**config.mk**
```make
export PLATFORM = sky130hd
export DESIGN_NAME = seg_scan
export DESIGN_NICKNAME = d
export VERILOG_FILES = /design/src/rtl/seg_pkg.sv /design/src/rtl/seg_hex_decode.sv /design/src/rtl/seg_scan.sv
export SDC_FILE = /design/constraint.sdc
export NUM_CORES = 1
export LEC_CHECK = 0
export ABC_AREA = 0
export CAP_MARGIN = 30
export CORE_MARGIN = 5
export CORE_UTILIZATION = 55
export CTS_CLUSTER_SIZE = 25
export DETAILED_ROUTE_END_ITERATION = 7
export GPL_TIMING_DRIVEN = 0
export PLACE_DENSITY_LB_ADDON = 0.15
export SYNTH_ARGS = -nofsm -noshare
export SYNTH_HDL_FRONTEND = slang
export SYNTH_HIERARCHICAL = 1
export SYNTH_SLANG_ARGS = --single-unit
export TNS_END_PERCENT = 30
```
**constraint.sdc**
```tcl
create_clock -name SYS_CLK -period 5.3 [get_ports SYS_CLK]
set_input_delay 0.795 -clock SYS_CLK [delete_from_list [all_inputs] [get_ports SYS_CLK]]
set_output_delay 0.795 -clock SYS_CLK [all_outputs]
set_load 0.02 [all_outputs]
```
**src/rtl/seg_pkg.sv**
```systemverilog
// seg_pkg: shared constants, font table and scan state for the 7-segment scanner.
package seg_pkg;
  localparam logic [6:0] SEG_OFF = 7'h7F;
  localparam logic [6:0] FONT [16] = '{
    7'h40, 7'h79, 7'h24, 7'h30, 7'h19, 7'h12, 7'h02, 7'h78,
    7'h00, 7'h10, 7'h08, 7'h03, 7'h46, 7'h21, 7'h06, 7'h0E
  };
  typedef enum logic {BLANK, SHOW} scan_t;
endpackage

```
**src/rtl/seg_hex_decode.sv**
```systemverilog
// seg_hex_decode: 4-bit hex to active-low 7-segment (g..a) font lookup.
module seg_hex_decode
  import seg_pkg::*;
(
  input  logic [3:0] nib,
  output logic [6:0] seg
);
  assign seg = FONT[nib];
endmodule

```
**src/rtl/seg_scan.sv**
```systemverilog
// seg_scan: common-anode multiplexed 7-segment scanner with frame-boundary data commit.
// Define SEG_SCAN_LZB_EN to blank leading zero digits.
module seg_scan
  import seg_pkg::*;
#(
  parameter int NUM_DIGITS = 8,
  parameter int DWELL_MS   = 2,
  parameter int BLANK_CYC  = 50
) (
  input  logic                    SYS_CLK,
  input  logic                    SYS_RST,
  input  logic                    MS_F,
  input  logic                    LOAD,
  input  logic [4*NUM_DIGITS-1:0] DIGITS,
  input  logic [NUM_DIGITS-1:0]   DP_MASK,
  output logic [6:0]              SEG,
  output logic                    DP,
  output logic [NUM_DIGITS-1:0]   AN,
  output logic                    FRAME_F
);
  localparam int IW = $clog2(NUM_DIGITS);
  localparam int BW = $clog2(BLANK_CYC + 1);
  localparam int DW = $clog2(DWELL_MS + 1);
  scan_t state, state_n;
  logic [IW-1:0] idx;
  logic [BW-1:0] blank_cnt;
  logic [DW-1:0] dwell_cnt;
  logic [4*NUM_DIGITS-1:0] shadow, disp, src;
  logic [NUM_DIGITS-1:0] shadow_dp, disp_dp, src_dp;
  logic pending, go_show, go_blank, commit, lzb;
  logic [3:0] nib;
  logic [6:0] dec;
  always_comb begin
    go_show  = state == BLANK && blank_cnt == BW'(BLANK_CYC - 1);
    go_blank = state == SHOW && MS_F && dwell_cnt == DW'(DWELL_MS - 1);
    state_n  = go_show ? SHOW : go_blank ? BLANK : state;
    commit   = go_show && idx == '0 && pending;
    src      = commit ? shadow : disp;
    src_dp   = commit ? shadow_dp : disp_dp;
    nib      = src[{idx, 2'b00} +: 4];
  end
`ifdef SEG_SCAN_LZB_EN
  // A digit is leading-zero when it and every digit above it are zero.
  assign lzb = idx != '0 && (src >> {idx, 2'b00}) == '0;
`else
  assign lzb = 1'b0;
`endif
  seg_hex_decode u_dec (.nib(nib), .seg(dec));
  always_ff @(posedge SYS_CLK) begin
    if (SYS_RST) begin
      state     <= BLANK;
      idx       <= '0;
      blank_cnt <= '0;
      dwell_cnt <= '0;
      shadow    <= '0;
      shadow_dp <= '0;
      disp      <= '0;
      disp_dp   <= '0;
      pending   <= 1'b1;
      SEG       <= SEG_OFF;
      DP        <= 1'b1;
      AN        <= '1;
      FRAME_F   <= 1'b0;
    end else begin
      state     <= state_n;
      blank_cnt <= (state == BLANK && !go_show) ? blank_cnt + 1'b1 : '0;
      FRAME_F   <= commit;
      if (state == SHOW && MS_F) dwell_cnt <= go_blank ? '0 : dwell_cnt + 1'b1;
      if (go_show) begin
        AN  <= ~(NUM_DIGITS'(1) << idx);
        SEG <= lzb ? SEG_OFF : dec;
        DP  <= ~src_dp[idx];
      end else if (go_blank) begin
        AN  <= '1;
        SEG <= SEG_OFF;
        DP  <= 1'b1;
        idx <= idx == IW'(NUM_DIGITS - 1) ? '0 : idx + 1'b1;
      end
      if (commit) begin
        disp    <= shadow;
        disp_dp <= shadow_dp;
        pending <= 1'b0;
      end
      // A LOAD on the commit edge is captured after the old shadow is committed.
      if (LOAD) begin
        shadow    <= DIGITS;
        shadow_dp <= DP_MASK;
        pending   <= 1'b1;
      end
    end
  end
endmodule

```
==> impl_summary.txt <==
----------------------------------------------------
[STA]
  Final period utilization ... 0.840
  Slew @ Worst Pin ... 0.991 ns
  Setup repair after global routing missed its margin ... false
  Number of hold-slack violations in the final timing report ... 0
  Normalized max-slew margin ... 0.334
  F_max ... 225 MHz
  Number of pins with negative max-slew slack in the final report ... 0
  Shortest period the worst path allows ... 4.45 ns
  Total Negative Setup Slacks ... 0 ns
  Setup violators final ... 0
  Layout Skew ... 0.0208 ns

[Worst setup path]
  Worst reg-to-reg path cell count ... 16
  Arrival time at the worst endpoint ... 4.73 ns
  Data required time of the worst path ... 5.58 ns
  CP peak stage delay ... 0.59 ns
  Crit path max fanout ... 11
  Cell with the largest stage delay on the worst path ... sky130_fd_sc_hd__clkbuf_1
  Crit Path Category ... reg -> reg
  Internal reg-to-reg setup slack ... 0.85 ns
  Cell chain of the critical path ... inv_1 -> clkbuf_1 -> ha_1 -> nand2_1 -> or4b_4 -> buf_6 -> clkbuf_1 -> mux2i_1 -> mux2i_1 -> a221o_1 -> ha_1 -> or2_2 -> a21oi_1 -> a31oi_1 -> o22ai_1 -> nand2b_1
  Setup crit end kind ... flop
  Kind of launch point of the worst setup path ... flop

[Finish]
  Final Instance Count excl. Fillers ... 674
  Count of filler cells inserted in the layout ... 708
  Final Net Count ... 623
  Fraction of final layout cells sized beyond drive strength 1 ... 0.0633
  Synthesis-to-finish area growth ... 19.3%
  Number of diodes added for antenna fixing ... 0

[Die]
  Die height ... 103 um
  Die area ... 10500 sq um
  Starting density of the core ... 0.569
  Row count ... 33
  Die extent in x ... 103 um
  Number of top-level design ports ... 61
  Core Footprint ... 8300 sq um

[Place]
  I/O Buffers ... 58
  Estimated wirelength of the detail-placed design ... 7.81 mm
  Placer Congestion ... 0.821
  DP Cell Count ... 658

[Clock tree]
  Clock tree buffer depth ... 2
  Number of clock buffers inserted by TritonCTS ... 9
  Cell chosen for the clock root ... sky130_fd_sc_hd__clkbuf_8
  Clock transition at the registers of the reported paths ... 0.12 ns
  Worst-Skew Late Latency ... 0.38 ns
  Number of hold buffers added after CTS ... 0
  Clock tree sinks ... 110
  CTS-repair resized insts ... 0
  Clock H-tree levels ... 3
  # Post-CTS Setup Buffers ... 0
  CTS tree ... yes

[Global routing]
  Maximum number of pins on one net before global-route repair ... 22
  Wire length of the first global-routing pass ... 17.2 mm
  GRT overflow ... 0
  Global-route usage over all layers ... 0.209
  Via count of the first global-routing pass ... 3549
  Number of antenna violations at the first check in global routing ... 0

[Min path]
  Worst hold path depth ... 2
  Min-Delay Path Class ... reg -> reg

[Yosys]
  Warnings from Yosys ... 6
  Sequential area share after synthesis ... 0.466
  Number of enable flip-flop cells after synthesis ... 0
  Synthesized area divided by synthesized cell count ... 9.54 sq um
  Synth async-reset ratio ... 0
  Syn nets ... 554
  Cell area after technology mapping ... 4720 sq um
  Most common flop cell mapped by yosys ... sky130_fd_sc_hd__dfxtp_1
  Number of distinct library cells after synthesis ... 40
  Cell count after synthesis ... 495
  Number of storage elements in the synthesis netlist ... 110

[Route]
  Drt initial violations ... 193
  Routed via count divided by cell count ... 5.39
  Drt drc ... 0
  First-pass DRT Iterations ... 4
  Detailed-route via count ... 3632
  Post-detailed-routing wire length ... 10.5 mm
  Antenna-violating nets left ... 0
  WL per Instance ... 15.5 um

[Power]
  Peak ir drop on the vdd network ... 0.172 mV
  Power density over cell area ... 259 nW/um^2
  Leakage power figure ... 2.32 nW

[Outcome]
  Run status ... completed

[Flow run]
  # Max-Cap Violations ... 0

----------------------------------------------------
-- worst paths after layout --
path | to | start
max | SEG[3] | idx[1]
min | disp_dp[4] | disp_dp[4]
max reg2reg | SEG[3] | idx[1]
min reg2reg | disp_dp[4] | disp_dp[4]
-- cells in the mapped netlist, drive strengths merged (2+ instances only) --
| cell | instances | area [sq um] |
|---|---|---|
| a21o | 3 | 22.5 |
| mux2i | 70 | 701 |
| xor2 | 3 | 26.3 |
| a221o | 4 | 40.0 |
| o21ai | 10 | 50.1 |
| nor2 | 79 | 297 |
| nand2b | 13 | 81.3 |
| xnor2 | 2 | 17.5 |
| a21oi | 26 | 130 |
| mux2 | 2 | 22.5 |
| ha | 15 | 188 |
| nor3 | 3 | 15.0 |
| buf | 9 | 60.1 |
| nand2 | 65 | 244 |
| dfxtp | 110 | 2200 |
| nand3 | 6 | 30.0 |
| inv | 7 | 26.3 |
| clkbuf | 25 | 93.8 |
| a22o | 4 | 35.0 |
| mux4 | 10 | 229 |
| o22ai | 10 | 62.6 |
| or3 | 5 | 31.3 |
-- metal layers --
metal	up-vias	global-route usage	routed length, um
li1	1821	-	-
met5	-	0	0
met1	1710	0.272	4610
met4	0	0.0727	218
met3	21	0.0419	521
met2	80	0.346	5120
-- registers in the layout, indices dropped and copies added, names as in the netlist --
signal     cells
AN             8
DP             1
FRAME_F        1
SEG            7
blank_cnt      6
disp          32
disp_dp        8
dwell_cnt      2
idx            3
pending        1
shadow        32
shadow_dp      8
state          1
-- metrics by stage --
stage               power (mW)  instance area, sq um  hold WS (ns)   util  setup slack [ns]
floorplan                0.925                  4720         0.431      -              1.50
global placement         0.971                  5430         0.438  0.655             0.933
finish                    1.46                  5630         0.458  0.679             0.849
CTS                       1.47                  5630         0.461  0.679             0.847
detailed placement       0.974                  5430         0.444  0.655             0.844
global route              1.51                  5630         0.484  0.679             0.544
-- cell usage in the layout, fill, tap and decap left out, types with 4 or more instances in the layout --
cell type,Yosys,final
sky130_fd_sc_hd__dfxtp_1,110,110
sky130_fd_sc_hd__nor2_1,79,79
sky130_fd_sc_hd__mux2i_1,70,70
sky130_fd_sc_hd__nand2_1,65,65
sky130_fd_sc_hd__clkdlybuf4s50_1,0,58
sky130_fd_sc_hd__a21oi_1,26,26
sky130_fd_sc_hd__clkbuf_1,25,25
sky130_fd_sc_hd__ha_1,15,15
sky130_fd_sc_hd__nand2b_1,13,13
sky130_fd_sc_hd__o22ai_1,10,10
sky130_fd_sc_hd__mux4_2,9,9
sky130_fd_sc_hd__clkbuf_8,0,9
sky130_fd_sc_hd__o21ai_0,8,8
sky130_fd_sc_hd__inv_1,7,7
sky130_fd_sc_hd__nand3_1,6,6
sky130_fd_sc_hd__or3_1,5,5
sky130_fd_sc_hd__a22o_1,4,4
sky130_fd_sc_hd__a221o_1,4,4
-- cell families after synthesis --
family | after synthesis | synth area share
AOI/OAI and AO/OA | 65 | 0.0853
xor gates and xnor gates | 5 | 0.00928
adders and majority gates | 15 | 0.0398
buffers and inverters | 41 | 0.0382
DFF | 110 | 0.466
muxes | 82 | 0.202
and+or+nand+nor | 177 | 0.159
-- layout make-up --
class,instances,area (sq um),area share
Multi-Input combinational cell,344,2340,0.415
Sequential cell,110,2200,0.391
Timing Repair Buffer,58,581,0.103
Buffer,34,154,0.0273
Tap cell,105,131,0.0233
Clock buffer,9,124,0.0220
Clock inverter,7,75.1,0.0133
Inverter,7,26.3,0.00467
-- where the power goes --
part	switching, mW	internal [mW]
clock network	0.315	0.187
logic	0.0416	0.0529
registers	0.0143	0.846
total	0.371	1.09
-- worst max-delay path, delay by kind of cell (launching register included) --
family / cells / cell delay, ns
AND/OR/NAND/NOR: 4 / 1.03
adder cells (fa/ha/maj): 2 / 0.56
flip-flops: 1 / 0.35
AO/OA/AOI/OAI: 4 / 0.84
multiplexers: 2 / 0.41
buffers and inverters: 4 / 1.17
Note: power is estimated with default switching activity, not from simulation.
